## src/rtl/pa_perips_intc_if.sv

```systemverilog
// rtl/pa_perips_intc_if.sv - register bus bundle between the data-bus matrix s6 slot and the interrupt controller
interface pa_perips_intc_if;
  logic [7:0]  addr_i;
  logic        data_rd_i;
  logic        data_we_i;
  logic [31:0] data_i;
  logic [31:0] data_o;

  modport master (
    output addr_i,
    output data_rd_i,
    output data_we_i,
    output data_i,
    input  data_o
  );

  modport slave (
    input  addr_i,
    input  data_rd_i,
    input  data_we_i,
    input  data_i,
    output data_o
  );
endinterface

```

## src/rtl/pa_perips_intc.sv

```systemverilog
// rtl/pa_perips_intc.sv - peripheral interrupt controller with claim/complete; optional PA_INTC_SYNC_EN input synchronizer
module pa_perips_intc #(
  parameter int NUM_SRC = 8
) (
  input  logic               clk_i,
  input  logic               rst_i,
  pa_perips_intc_if.slave    bus,
  input  logic [NUM_SRC-1:0] src_i,
  output logic               irq_o
);

  localparam logic [7:0] ADDR_PENDING = 8'h00;
  localparam logic [7:0] ADDR_ENABLE  = 8'h04;
  localparam logic [7:0] ADDR_TYPE    = 8'h08;
  localparam logic [7:0] ADDR_CLAIM   = 8'h0C;
  localparam logic [7:0] ADDR_INSVC   = 8'h10;

  logic [NUM_SRC-1:0] src_in;
  logic [NUM_SRC-1:0] src_q, src_d;
  logic [NUM_SRC-1:0] pend_edge_q, pend_edge_d;
  logic [NUM_SRC-1:0] enable_q, enable_d;
  logic [NUM_SRC-1:0] type_q, type_d;
  logic [NUM_SRC-1:0] insvc_q, insvc_d;
  logic               irq_q, irq_d;

  logic [NUM_SRC-1:0] pending;
  logic [NUM_SRC-1:0] active;
  logic [NUM_SRC-1:0] edge_det;
  logic [NUM_SRC-1:0] claim_vec;
  logic [NUM_SRC-1:0] cmpl_vec;
  logic [4:0]         claim_id;
  logic               claim_hit;
  logic               claim_sel;
  logic [31:0]        rdata;

`ifdef PA_INTC_SYNC_EN
  logic [NUM_SRC-1:0] sync1_q, sync1_d;
  logic [NUM_SRC-1:0] sync2_q, sync2_d;

  // two-flop synchronizer for sources outside the clk_i domain
  always_comb begin
    sync1_d = src_i;
    sync2_d = sync1_q;
    src_in  = sync2_q;
  end

  // synchronizer stages
  always_ff @(posedge clk_i) begin
    if (rst_i) begin
      sync1_q <= '0;
      sync2_q <= '0;
    end else begin
      sync1_q <= sync1_d;
      sync2_q <= sync2_d;
    end
  end
`else
  // sources are already synchronous to clk_i
  always_comb begin
    src_in = src_i;
  end
`endif

  // pending view, priority claim id and next-state for all controller state
  always_comb begin
    claim_sel = (bus.addr_i == ADDR_CLAIM);
    pending   = (type_q & pend_edge_q) | (~type_q & src_q);
    active    = pending & enable_q & ~insvc_q;
    edge_det  = src_in & ~src_q;

    // scan from the top so the lowest active index wins
    claim_id = 5'd0;
    for (int k = NUM_SRC - 1; k >= 0; k--) begin
      if (active[k]) claim_id = 5'(k + 1);
    end
    claim_hit = bus.data_rd_i && claim_sel && (claim_id != 5'd0);

    claim_vec = '0;
    cmpl_vec  = '0;
    for (int k = 0; k < NUM_SRC; k++) begin
      claim_vec[k] = claim_hit && (claim_id == 5'(k + 1));
      cmpl_vec[k]  = bus.data_we_i && claim_sel && (bus.data_i[4:0] == 5'(k + 1)) && insvc_q[k];
    end

    // a new edge beats a claim-clear; gating by type_q drops the latch whenever the
    // source is (or just was) level-type, so a switch to edge starts clean
    pend_edge_d = ((pend_edge_q & ~claim_vec) | edge_det) & type_q;
    // claim only picks sources not in service, complete only retires ones in service,
    // so the two vectors never overlap
    insvc_d     = (insvc_q | claim_vec) & ~cmpl_vec;
    enable_d    = (bus.data_we_i && bus.addr_i == ADDR_ENABLE) ? bus.data_i[NUM_SRC-1:0] : enable_q;
    type_d      = (bus.data_we_i && bus.addr_i == ADDR_TYPE)   ? bus.data_i[NUM_SRC-1:0] : type_q;
    src_d       = src_in;
    irq_d       = |active;
  end

  // controller state registers
  always_ff @(posedge clk_i) begin
    if (rst_i) begin
      src_q       <= '0;
      pend_edge_q <= '0;
      enable_q    <= '0;
      type_q      <= '0;
      insvc_q     <= '0;
      irq_q       <= 1'b0;
    end else begin
      src_q       <= src_d;
      pend_edge_q <= pend_edge_d;
      enable_q    <= enable_d;
      type_q      <= type_d;
      insvc_q     <= insvc_d;
      irq_q       <= irq_d;
    end
  end

  // zero-wait read mux, forced to zero outside a read and during reset
  always_comb begin
    rdata = 32'd0;
    case (bus.addr_i)
      ADDR_PENDING: rdata = 32'(pending);
      ADDR_ENABLE:  rdata = 32'(enable_q);
      ADDR_TYPE:    rdata = 32'(type_q);
      ADDR_CLAIM:   rdata = 32'(claim_id);
      ADDR_INSVC:   rdata = 32'(insvc_q);
      default:      rdata = 32'd0;
    endcase
    bus.data_o = (bus.data_rd_i && !rst_i) ? rdata : 32'd0;
  end

  assign irq_o = irq_q;

endmodule

```

## src/flat_wrapper.sv

```systemverilog
// flat-port wrapper written by rule: the top's interface ports become plain ports
module pa_perips_intc_flat 
#(
  parameter int NUM_SRC = 8
)
  (clk_i, rst_i, src_i, irq_o, bus_addr_i, bus_data_rd_i, bus_data_we_i, bus_data_i, bus_data_o);
  pa_perips_intc_if bus_i ();
  input  logic clk_i;
  input  logic rst_i;
  input  logic [NUM_SRC-1:0] src_i;
  output logic irq_o;
  input wire logic [$bits(bus_i.addr_i)-1:0] bus_addr_i;
  input wire logic [$bits(bus_i.data_rd_i)-1:0] bus_data_rd_i;
  input wire logic [$bits(bus_i.data_we_i)-1:0] bus_data_we_i;
  input wire logic [$bits(bus_i.data_i)-1:0] bus_data_i;
  output wire logic [$bits(bus_i.data_o)-1:0] bus_data_o;
  assign bus_i.addr_i = bus_addr_i;
  assign bus_i.data_rd_i = bus_data_rd_i;
  assign bus_i.data_we_i = bus_data_we_i;
  assign bus_i.data_i = bus_data_i;
  assign bus_data_o = bus_i.data_o;
  pa_perips_intc #(.NUM_SRC(NUM_SRC)) u_core (.clk_i(clk_i), .rst_i(rst_i), .bus(bus_i), .src_i(src_i), .irq_o(irq_o));
endmodule
```

## config.mk

```make
export PLATFORM = sky130hd
export DESIGN_NAME = pa_perips_intc_flat
export DESIGN_NICKNAME = d
export VERILOG_FILES = /design/src/rtl/pa_perips_intc_if.sv /design/src/rtl/pa_perips_intc.sv /design/src/flat_wrapper.sv
export SDC_FILE = /design/constraint.sdc
export NUM_CORES = 1
export LEC_CHECK = 0
export CORE_ASPECT_RATIO = 1.2
export CORE_MARGIN = 4
export CORE_UTILIZATION = 42
export CTS_BUF_LIST = sky130_fd_sc_hd__clkbuf_2
export DETAILED_ROUTE_END_ITERATION = 6
export PLACE_DENSITY = 0.88
export SLEW_MARGIN = 25
export SYNTH_ARGS = -nofsm -noshare
export SYNTH_HDL_FRONTEND = slang
export SYNTH_SLANG_ARGS = --single-unit
```

## constraint.sdc

```tcl
create_clock -name clk_i -period 2.1 [get_ports clk_i]
set_input_delay 0.525 -clock clk_i [delete_from_list [all_inputs] [get_ports clk_i]]
set_output_delay 0.525 -clock clk_i [all_outputs]
set_load 0.03 [all_outputs]
```

Yosys cells after proc, flatten, opt, wreduce, memory -nomap -nowiden
Index checks and enable logic that the tools add are counted.
{"block": "op_classes", "n_eq_ne": 20, "muxes": 10, "bitwise_logic": 16, "reduce_logical": 34}
{"cell": "$and 8x8->8", "count": 8}
{"cell": "$not 8->8", "count": 5}
{"cell": "$pmux 8 s5", "count": 1}
{"cell": "$mux 4", "count": 8}
{"cell": "$logic_and 1x1->1", "count": 30}
{"cell": "$or 8x8->8", "count": 3}
{"cell": "$eq 5x3->1 const B", "count": 4}
{"cell": "$eq 4x3->1 const B", "count": 4}
{"cell": "$eq 8x4->1 const B", "count": 2}
{"cell": "$eq 5x2->1 const B", "count": 2}
{"cell": "$eq 4x2->1 const B", "count": 2}
{"cell": "$eq 8x3->1 const B", "count": 1}
{"cell": "$eq 8x5->1 const B", "count": 1}
{"cell": "$logic_not 8->1", "count": 1}
{"cell": "$mux 8", "count": 1}
{"cell": "$reduce_or 8->1", "count": 1}
{"cell": "$eq 5x1->1 const B", "count": 1}
{"cell": "$eq 5x4->1 const B", "count": 1}
{"cell": "$reduce_bool 5->1", "count": 1}
{"cell": "$eq 4x1->1 const B", "count": 1}
{"cell": "$eq 4x4->1 const B", "count": 1}
{"cell": "$logic_not 1->1", "count": 1}
{"block": "totals", "regBits": 41, "in_bits": 52, "output_inout_bits": 33, "wordCells": 86}

Depth between registers and ports, before layout
Gate-level depths: netlist (run 1).
{"block": "depth", "depth_word": 20, "mapped_depth": 7, "depth_no_buf": 5}

Worst setup path after synthesis (run 1)
Ideal clock, no wire load.
{"block": "synth_path", "path_kind": "input to output", "startpoint": "in bus_addr_i[5]", "endpoint": "out bus_data_o[0]", "t_arrival_ns": 2.051, "required_ns": 1.575, "setup_slack_ns": -0.476, "cell_stages": 5, "n_path_buf": 1, "path_cell_list": "or4_1 > buf_4 > nor4_2 > a22oi_1 > a21oi_1"}
{"block": "synth_via", "elab_chain_cells": 3, "elab_cells_between_ends": 7, "classes_between": "eq/ne: 4; mux: 2; reduce/logical: 1"}
{"item": "start, declared", "line": "flat_wrapper.sv:12", "source": "input wire logic [$bits(bus_i.addr_i)-1:0] bus_addr_i;"}
{"item": "$eq 8x5->1, or another cell as far along", "line": "pa_perips_intc.sv:119", "source": "case (bus.addr_i)"}
{"item": "$pmux 8 s5 (*)", "line": "pa_perips_intc.sv:119"}
{"item": "$mux 8 (*)", "line": "pa_perips_intc.sv:127", "source": "bus.data_o = (bus.data_rd_i && !rst_i) ? rdata : 32'd0;"}
{"item": "end, declared", "line": "flat_wrapper.sv:16", "source": "output wire logic [$bits(bus_i.data_o)-1:0] bus_data_o;"}
Mark *: on every way between the ends. The rest lies on a longest branch, timed or not.

Worst setup path after layout (run 1)
{"block": "layout_path", "startpoint": "reg u_core.type_q[4]", "endpoint": "out bus_data_o[1]"}
{"block": "layout_via", "elab_chain_cells": 12, "elab_cells_between_ends": 13, "classes_between": "mux: 7; bitwise: 6"}
{"item": "start, declared", "line": "pa_perips_intc.sv:22", "source": "logic [NUM_SRC-1:0] type_q, type_d;"}
{"item": "start signal, assigned", "line": "pa_perips_intc.sv:110", "source": "type_q <= type_d;"}
{"item": "$not 8->8", "line": "pa_perips_intc.sv:67", "source": "pending = (type_q & pend_edge_q) | (~type_q & src_q);"}
{"item": "$and 8x8->8", "line": "pa_perips_intc.sv:67"}
{"item": "$or 8x8->8 (*)", "line": "pa_perips_intc.sv:67"}
{"item": "$and 8x8->8 (*) (2 in series)", "line": "pa_perips_intc.sv:68", "source": "active = pending & enable_q & ~insvc_q;"}
{"item": "$mux 4 (*) (5 in series)", "line": "pa_perips_intc.sv:74", "source": "if (active[k]) claim_id = 5'(k + 1);"}
{"item": "$pmux 8 s5 (*)", "line": "pa_perips_intc.sv:119"}
{"item": "$mux 8 (*)", "line": "pa_perips_intc.sv:127"}
Marks and branches as above.

==> out/metrics.csv, run 1 <==
stage;metric;value;unit
global_routing;number of global-route vias before repair;2815;
global_routing;initial antenna violation count;0;
critical_path;CP delay by family, top;flip-flops;
power;Clock Power Share;0.300;
synth;synth unique cells;49;
status;status;complete, but fails checks;
timing;skew final;0.0212;ns
detailed_routing;wirelength, routed;8800;um
detailed_routing;Vias per Instance;5.62;
layout;Core Util, Final;0.662;
layout;Final nets;474;
cts;CTS tree;done;
timing;Setup violations, final;11;
power;combinational power share;0.188;
power;cell-internal power;0.00110;W
critical_path;Worst Path Max Fanout;3;
place;GPL Wtd Cong;0.924;
timing;FMAX;0.394;GHz
detailed_routing;WL/cell;17.5;um
die;Die ar.;0.00719;sq mm
detailed_routing;Post-route DRC;0;
die;Die Y-Extent;92.1;um
min_path;Tightest Hold Check Type;flip-flop to flip-flop;
synth;Post-synth ARST share;0;
global_routing;largest net degree at the start of global routing;44;
critical_path;kind of critical path;flip-flop to output port;
critical_path;Worst Setup End Kind;output port;
critical_path;CP max stage cell;dfxtp_2;
critical_path;reg2reg setup slack;0.05;ns
cts;Num CTS Buffers;5;
critical_path;delay of the slowest critical-path stage;0.39;ns
detailed_routing;total iterations of the first detailed-routing run;5;
cts;clock tree buffer depth;2;
power;Sw Share;0.289;
layout;antenna fix cells;0;
timing;Fin. Hold Viols;0;
power;power density cells;413;mW/mm^2
synth;synth top area cells;dfxtp_1, buf_4, nand2_1;
timing;fin crit period;2.54;ns
synth;Post-synth EDFFs;0;
timing;RSZ-0062 raised after global routing;yes;
synth;Syn Inst Count;312;
global_routing;total grt overflow;0;
cts;CTS Hold Bufs;0;
die;area of the core;0.00567;sq mm
synth;count of state elements after synthesis;41;
cts;root buf cell;clkbuf_2;
die;IO Count;85;
layout;layout cell share with drive strength beyond 1;0.384;
layout;Area Growth Syn to Fin;51.6;%
layout;fill count;432;
timing;fin crit share;1.21;
timing;final worst slack;-0.439;ns
cts;H-tree depth;2;
synth;most common cell in the netlist;nand2_1;
synth;Synth Flop Type;dfxtp_1;
synth;Synth top area share;0.332;
critical_path;startpoint types;flip-flop;
power;Reg power frac;0.513;
place;detailed placement HPWL;6030;um
timing;Final Max Slew Viols;0;
cts;Clock Sinks;41;
global_routing;first-pass GRT wire length;13700;um
synth;synthesized cell area;0.00247;sq mm
synth;most frequent cells after synthesis;nand2_1, dfxtp_1, a21oi_1;
cts;clock latency at the later pin of the worst-skew pair;0.41;ns
place;pre-CTS setup slack;-0.714;ns
global_routing;GRT Total Usage;0.240;
synth;Ys Warns;0;
power;Max IR drop VDD;0.240;mV
synth;area leader, netlist;dfxtp_1;
critical_path;crit-path cells;mux2_4, o2bb2ai_4, buf_4, nor2_1, o21ai_2, a21oi_2, buf_6;
power;Net Switching;0.000448;W
flow_run;Max Cap Viol;0;
critical_path;Critical Path RT;1.57;ns
synth;Synth Area per Inst;7.93;sq um
detailed_routing;post-route ant nets;0;
die;row count;30;
critical_path;Worst EP arrival;2.01;ns
timing;Fin Hold WS;0.489;ns
detailed_routing;via count;2820;
critical_path;Critical path buffers and inverters;2;
place;PortBufs;36;
power;LEAKAGE;1.42;nW
status;violated checks;negative setup slack;
detailed_routing;DRT iter0 DRCs;288;
die;die width;78.1;um
die;Initial Util;0.436;
synth;sequential area share after synthesis;0.332;
cts;Reg clk slew, reported paths;0.23;ns
[worst paths after layout]
check / start / endpoint / cells after the start
worst max-delay path: u_core.type_q[4]$_SDFFE_PP0P_ / bus_data_o[1] / 7
worst max register to register: u_core.type_q[2]$_SDFFE_PP0P_ / u_core.insvc_q[6]$_SDFF_PP0_ / 7
worst min register to register: u_core.enable_q[5]$_SDFFE_PP0P_ / u_core.enable_q[5]$_SDFFE_PP0P_ / 2
worst min-delay path: u_core.enable_q[5]$_SDFFE_PP0P_ / u_core.enable_q[5]$_SDFFE_PP0P_ / 2
[metrics by stage]
step	setup TNS (ns)	total power [W]	cells	cell area, sq um
after detailed placement	-17.31	0.00107	485	3350
after CTS	-2.87	0.00153	500	3690
after global placement	-15.96	0.00106	485	3350
after global routing	-3.66	0.00158	502	3750
after floorplan	-1.52	0.000981	335	2630
final	-2.76	0.00155	502	3750
[power groups by stage]
| stage | logic (W) | clock network [W] | registers, W |
|---|---|---|---|
| after floorplan | 0.000173 | 0 | 0.000808 |
| after global placement | 0.000255 | 0 | 0.000808 |
| after detailed placement | 0.000260 | 0 | 0.000809 |
| after CTS | 0.000278 | 0.000456 | 0.000795 |
| after global routing | 0.000306 | 0.000481 | 0.000795 |
| final | 0.000291 | 0.000464 | 0.000795 |
[timing repair]
action,4_1_cts,5_1_grt
cloned,0,0
setup buffers,8,2
pin swaps,24,17
endpoints found under the setup margin,19,19
hold endpoints to repair,0,0
gates resized for setup,81,19
[layer usage]
metal / routed length [um] / vias up / GRT usage / part of all wire
met5: 0 / - / 0 / 0
met4: 353 / 0 / 0.112 / 0.040
met3: 717 / 41 / 0.0246 / 0.081
met2: 4350 / 176 / 0.428 / 0.49
met1: 3380 / 1326 / 0.285 / 0.38
li1: - / 1277 / - / -
[flip-flops by register name (all words and copies together) (netlist names)]
register and count:
u_core.irq_o 1, u_core.type_q 8, u_core.enable_q 8, u_core.src_q 8
u_core.pend_edge_q 8, u_core.insvc_q 8
[worst min-delay path, cell delays in order, from the launching register on]
cell,delay [ns]
dfxtp_1,0.37
nand2_1,0.06
a21oi_1,0.05
[cells by family after synthesis]
group           after synthesis  synth area share
flops                        41             0.332
other cells                   1           0.00152
mux                          11            0.0465
simple gates                141             0.322
compound gates               81             0.201
buf+inv                      37            0.0971
[cell usage in the layout (no fill, tap or decap), types with 4 or more instances in the layout]
cell type	instances
nand2b_1	12
nand3_1	4
buf_4	71
clkdlybuf4s50_1	20
nand3b_1	6
o21ai_0	15
a22oi_2	6
nor2_1	14
conb_1	24
dfxtp_2	7
a21oi_2	6
clkbuf_2	6
nor2_2	4
nor3b_1	6
dfxtp_1	33
nor4_4	4
o21ai_1	5
nand2_1	46
a21oi_1	26
nor2b_1	19
buf_6	19
[final cells by class]
class | count | area (sq um) | share of cell area
inverter | 1 | 3.75 | 0.00100
timing repair buffer | 116 | 991 | 0.264
sequential | 41 | 833 | 0.222
multi-input combinational | 257 | 1760 | 0.470
tap | 80 | 100 | 0.0267
clock buffer | 5 | 25.0 | 0.00667
clock inverter | 2 | 35.0 | 0.00934
No activity file was read; power rests on OpenSTA's default activity.
==> inputs of run 2 (changes only) <==
--- a/config.mk
+++ b/config.mk
@@ -11,6 +11,7 @@
 export CTS_BUF_LIST = sky130_fd_sc_hd__clkbuf_2
 export DETAILED_ROUTE_END_ITERATION = 6
 export PLACE_DENSITY = 0.88
+export RECOVER_POWER = 100
 export SLEW_MARGIN = 25
 export SYNTH_ARGS = -nofsm -noshare
 export SYNTH_HDL_FRONTEND = slang
==> run 2 against run 1 <==
Against the previous run: the flow still finishes with violations (negative setup slack); final area is 1.1% lower; via count is 0.67% lower; sequential share of layout area is 0.21 points higher; clock power hardly changed; die area stayed put; power is 0.27% lower; clock-buffer cell count stayed put; fmax is 0.48% lower.
==> out/metrics.csv, run 2 (same netlist as run 1, synthesis figures left out) <==
stage;metric;value;unit
global_routing;largest net degree at the start of global routing;44;
place;PortBufs;36;
die;Die ar.;0.00719;sq mm
place;pre-CTS setup slack;-0.714;ns
status;violated checks;negative setup slack;
detailed_routing;Vias per Instance;5.58;
flow_run;Max Cap Viol;0;
power;Max IR drop VDD;0.240;mV
critical_path;reg2reg setup slack;0.03;ns
global_routing;number of global-route vias before repair;2815;
detailed_routing;Post-route DRC;0;
timing;skew final;0.0194;ns
layout;antenna fix cells;0;
min_path;worst hold endpoint;u_core.enable_q[5]$_SDFFE_PP0P_;
timing;Fin Hold WS;0.488;ns
detailed_routing;WL/cell;17.5;um
cts;H-tree depth;2;
die;die width;78.1;um
cts;clock tree buffer depth;2;
detailed_routing;Met1 Wirelength;3320;um
die;Initial Util;0.436;
power;total power;0.00155;W
timing;fin crit period;2.55;ns
timing;worst slew pin tran;0.907;ns
global_routing;initial antenna violation count;0;
timing;fin crit share;1.21;
timing;final worst slack;-0.451;ns
layout;most frequent cells in the layout;buf_4, nand2_1, dfxtp_1;
timing;relative slew slack;0.395;
min_path;Tightest Hold Check Type;flip-flop to flip-flop;
critical_path;Worst Path Max Fanout;6;
place;dpl cells;485;
detailed_routing;wirelength, routed;8800;um
layout;Final nets;474;
critical_path;startpoint types;primary input;
detailed_routing;DRT iter0 DRCs;260;
cts;root buf cell;clkbuf_2;
layout;layout cell share with drive strength beyond 1;0.377;
timing;Final Max Slew Viols;0;
timing;RSZ-0062 raised after global routing;yes;
power;LEAKAGE;1.39;nW
layout;most common cell after layout, fill and taps aside;buf_4;
critical_path;kind of critical path;primary input to output port;
cts;Clock Sinks;41;
die;area of the core;0.00567;sq mm
cts;Num CTS Buffers;5;
power;power density cells;417;mW/mm^2
detailed_routing;post-route ant nets;0;
min_path;Hold Startpoint;u_core.enable_q[5]$_SDFFE_PP0P_;
detailed_routing;met3 wire len;740;um
critical_path;worst r2r src;u_core.type_q[2]$_SDFFE_PP0P_;
detailed_routing;Max Used Layer;met4;
cts;clock latency at the later pin of the worst-skew pair;0.42;ns
cts;Reg clk slew, reported paths;0.22;ns
critical_path;worst reg2reg path depth;7;
die;IO Count;85;
global_routing;first-pass GRT wire length;13700;um
place;detailed placement HPWL;6030;um
die;row count;30;
place;GPL Wtd Cong;0.924;
timing;Fin. Hold Viols;0;
die;Die Y-Extent;92.1;um
timing;Setup violations, final;24;
cts;CTS tree;done;
status;status;complete, but fails checks;
critical_path;Critical Path RT;1.57;ns
layout;Area Growth Syn to Fin;50.0;%
critical_path;Worst R2R End;u_core.insvc_q[6]$_SDFF_PP0_;
critical_path;Worst EP arrival;2.03;ns
global_routing;GRT Total Usage;0.240;
timing;accumulated negative setup slack;-4.83;ns
layout;Layout Cells excl Fill;502;
detailed_routing;met2 WL post-DR;4360;um
cts;CTS Hold Bufs;0;
detailed_routing;via count;2801;
timing;FMAX;0.392;GHz
critical_path;Worst Setup End Kind;output port;
min_path;hold path cells;2;
detailed_routing;total iterations of the first detailed-routing run;5;
global_routing;total grt overflow;0;
## run 2: cell types whose count changed in the layout (fill, tap and decap cells not counted)
cell,change
dlygate4sd3_1,+2
nor4_1,+1
dfxtp_1,+1
nor2_8,-1
clkbuf_1,+1
dfxtp_2,-1
buf_4,-3
clkdlybuf4s50_1,-2
nor4_4,-1
buf_6,-2
clkbuf_2,+2
nor2_4,+1
clkbuf_4,+2
## run 2: repair_timing
action	4_1_cts	5_1_grt
buffers inserted	8	2
resized for setup	81	19
setup endpoints to repair	19	19
pin swaps	24	17
## run 2: layout make-up
type                       instances  area, sq um
sequential                        41          832
multi-input combinational        257         1740
inverter                           1         3.75
tap                               80          100
clock buffer                       5         25.0
fill                             443         1960
clock inverter                     2         35.0
timing repair buffer             116          975
## run 2: how the worst max path moves through the flow
stage                                   from       endpoint  slack [ns]  cells past startpoint
2_1_floorplan                  bus_addr_i[5]  bus_data_o[0]       -0.26                      5
3_3_place_gp                   bus_addr_i[5]  bus_data_o[1]       -0.67                      6
3_5_place_dp                   bus_addr_i[5]  bus_data_o[1]       -0.71                      6
4_1_cts        u_core.type_q[5]$_SDFFE_PP0P_  bus_data_o[0]       -0.46                      6
5_1_grt        u_core.type_q[5]$_SDFFE_PP0P_  bus_data_o[0]       -0.50                      6
6_report                       bus_addr_i[1]  bus_data_o[2]       -0.45                      7
## run 2: report_power, final
part           switching, W  internal [W]
clock              0.000272      0.000193
sequential       0.00000749      0.000787
combinational      0.000166      0.000120
total              0.000445       0.00110
## run 2: worst max-delay path, stage by stage
cell	delay, ns
buf_6	0.10
or4_4	0.56
buf_6	0.15
nor2_4	0.24
a22oi_2	0.12
a21oi_4	0.18
buf_6	0.15
## run 2: through the flow
stage                util  area (sq um)
detailed placement  0.592          3350
global placement    0.592          3350
finish              0.655          3710
floorplan               -          2630
CTS                 0.651          3690
global route        0.655          3710
## run 2: routing by layer
metal  up-vias  track usage
met5         -            0
met4         0        0.112
met3        42       0.0246
met2       186        0.428
met1      1300        0.285
li1       1273            -
==> inputs of run 3 (changes only) <==
--- a/config.mk
+++ b/config.mk
@@ -5,12 +5,13 @@
 export SDC_FILE = /design/constraint.sdc
 export NUM_CORES = 1
 export LEC_CHECK = 0
+export CAP_MARGIN = 20
 export CORE_ASPECT_RATIO = 1.2
 export CORE_MARGIN = 4
 export CORE_UTILIZATION = 42
 export CTS_BUF_LIST = sky130_fd_sc_hd__clkbuf_2
 export DETAILED_ROUTE_END_ITERATION = 6
-export PLACE_DENSITY = 0.88
+export PLACE_DENSITY = 0.81
 export RECOVER_POWER = 100
 export SLEW_MARGIN = 25
 export SYNTH_ARGS = -nofsm -noshare
==> run 3 against run 2 <==
Against the previous run: the run still ends with negative setup slack left; sequential share of layout area grew 0.48 points; largest power group unchanged; hold slack gained 0.0058 ns; register-to-register slack improved by 0.03 ns; combinational power decreased by 3%; largest cell class unchanged; clock power grew 4%; critical endpoint is now bus_data_o[3]; wire length is 9.3% lower; global-route usage down 2.0 points; clock-buffer cell count is the same; clock skew decreased by 0.011 ns.
==> out/metrics.csv, run 3 (same netlist as run 1, synthesis figures left out) <==
stage;metric;value;unit
layout;Area Growth Syn to Fin;46.2;%
power;combinational power share;0.178;
detailed_routing;WL/cell;15.9;um
timing;Final Max Slew Viols;0;
global_routing;GRT Total Usage;0.220;
global_routing;largest net degree at the start of global routing;44;
power;Clock Power Share;0.311;
cts;clock tree buffer depth;2;
layout;layout cell share with drive strength beyond 1;0.346;
global_routing;first-pass GRT wire length;12500;um
flow_run;Max Cap Viol;0;
layout;fill count;467;
detailed_routing;post-route ant nets;0;
timing;Fin Hold WS;0.494;ns
detailed_routing;wirelength, routed;7980;um
power;Net Switching;0.000453;W
critical_path;Critical Path RT;1.57;ns
power;Max IR drop VDD;0.201;mV
place;PortBufs;36;
timing;RSZ-0062 raised after global routing;yes;
place;GPL Wtd Cong;0.936;
die;Initial Util;0.436;
critical_path;startpoint types;flip-flop;
timing;fin crit period;2.54;ns
die;row count;30;
timing;fin crit share;1.21;
global_routing;number of global-route vias before repair;2605;
cts;clock latency at the later pin of the worst-skew pair;0.42;ns
critical_path;Worst Setup End Kind;output port;
global_routing;initial antenna violation count;0;
detailed_routing;Max Used Layer;met4;
detailed_routing;met3 wire len;574;um
detailed_routing;total iterations of the first detailed-routing run;4;
layout;most common cell after layout, fill and taps aside;buf_4;
power;Sw Share;0.292;
die;die width;78.1;um
timing;skew final;0.00842;ns
place;pre-CTS setup slack;-0.756;ns
cts;CTS tree;done;
detailed_routing;Post-route DRC;0;
layout;Layout Cells excl Fill;502;
cts;H-tree depth;2;
layout;most frequent cells in the layout;buf_4, nand2_1, dfxtp_1;
cts;Num CTS Buffers;5;
detailed_routing;DRT iter0 DRCs;325;
timing;worst slew pin tran;0.871;ns
critical_path;kind of critical path;flip-flop to output port;
detailed_routing;met2 WL post-DR;4070;um
timing;final worst slack;-0.444;ns
status;status;complete, but fails checks;
timing;accumulated negative setup slack;-3.01;ns
timing;FMAX;0.393;GHz
detailed_routing;Met1 Wirelength;2990;um
die;Die ar.;0.00719;sq mm
die;area of the core;0.00567;sq mm
critical_path;crit-path cells;mux2_4, o2bb2ai_4, nor4_2, nand2_1, a21oi_2, buf_6;
timing;Fin. Hold Viols;0;
global_routing;total grt overflow;0;
cts;root buf cell;clkbuf_2;
critical_path;CP max stage cell;dfxtp_2;
die;IO Count;85;
status;violated checks;negative setup slack;
critical_path;delay of the slowest critical-path stage;0.39;ns
cts;Reg clk slew, reported paths;0.23;ns
detailed_routing;via count;2690;
power;power density cells;429;mW/mm^2
layout;antenna fix cells;0;
place;detailed placement HPWL;5970;um
detailed_routing;Vias per Instance;5.36;
place;dpl cells;482;
cts;Clock Sinks;41;
timing;Setup violations, final;10;
power;Reg power frac;0.511;
power;cell-internal power;0.00110;W
layout;Final nets;473;
critical_path;Worst Path Max Fanout;4;
die;Die Y-Extent;92.1;um
min_path;Tightest Hold Check Type;flip-flop to flip-flop;
critical_path;Worst EP arrival;2.02;ns
timing;relative slew slack;0.420;
power;LEAKAGE;1.38;nW
==> run 3: area by class of cell <==
type,count,area (sq um),share of cell area
sequential,41,828,0.229
clock inverter,3,41.3,0.0114
clock buffer,5,25.0,0.00692
multi-input combinational,257,1680,0.465
inverter,1,3.75,0.00104
tap,80,100,0.0277
timing repair buffer,115,935,0.258
==> run 3: power groups by stage <==
stage / Clock, W / Sequential, W / Combinational (W)
after detailed placement: 0 / 0.000809 / 0.000262
after global routing: 0.000517 / 0.000795 / 0.000294
final: 0.000482 / 0.000793 / 0.000276
after CTS: 0.000488 / 0.000794 / 0.000272
after global placement: 0 / 0.000808 / 0.000258
after floorplan: 0 / 0.000808 / 0.000173
==> run 3: path summary, 6_finish.rpt <==
| check | startpoint | endpoint | slack [ns] | depth (start not counted) |
|---|---|---|---|---|
| min | u_core.enable_q[4]$_SDFFE_PP0P_ | u_core.enable_q[4]$_SDFFE_PP0P_ | 0.49 | 2 |
| min reg2reg | u_core.enable_q[4]$_SDFFE_PP0P_ | u_core.enable_q[4]$_SDFFE_PP0P_ | 0.49 | 2 |
| max | u_core.type_q[4]$_SDFFE_PP0P_ | bus_data_o[3] | -0.44 | 6 |
| max reg2reg | u_core.type_q[4]$_SDFFE_PP0P_ | u_core.insvc_q[7]$_SDFF_PP0_ | 0.06 | 11 |
==> run 3: timing repair <==
item,in CTS,in global routing
resized for setup,66,8
buffers inserted,12,2
pin swaps,22,9
endpoints found under the setup margin,19,10
hold buffers,0,0
==> run 3: metrics by stage <==
| stage | util | cell area, sq um | total power (W) |
|---|---|---|---|
| final | 0.638 | 3620 | 0.00155 |
| after detailed placement | 0.588 | 3330 | 0.00107 |
| after floorplan | - | 2630 | 0.000981 |
| after global placement | 0.588 | 3330 | 0.00107 |
| after global routing | 0.638 | 3620 | 0.00161 |
| after CTS | 0.640 | 3630 | 0.00155 |
==> run 3: worst max-delay path, delay by kind of cell, from the launching register on <==
family | cells | cell delay (ns)
mux | 1 | 0.33
simple gates | 2 | 0.44
flops | 1 | 0.39
buf+inv | 1 | 0.14
compound gates | 2 | 0.30
==> run 3: metal layers <==
layer  vias to the layer above  GRT usage
li1                       1280          -
met1                      1258      0.248
met2                       122      0.397
met3                        30     0.0344
met4                         0      0.109
met5                         -          0
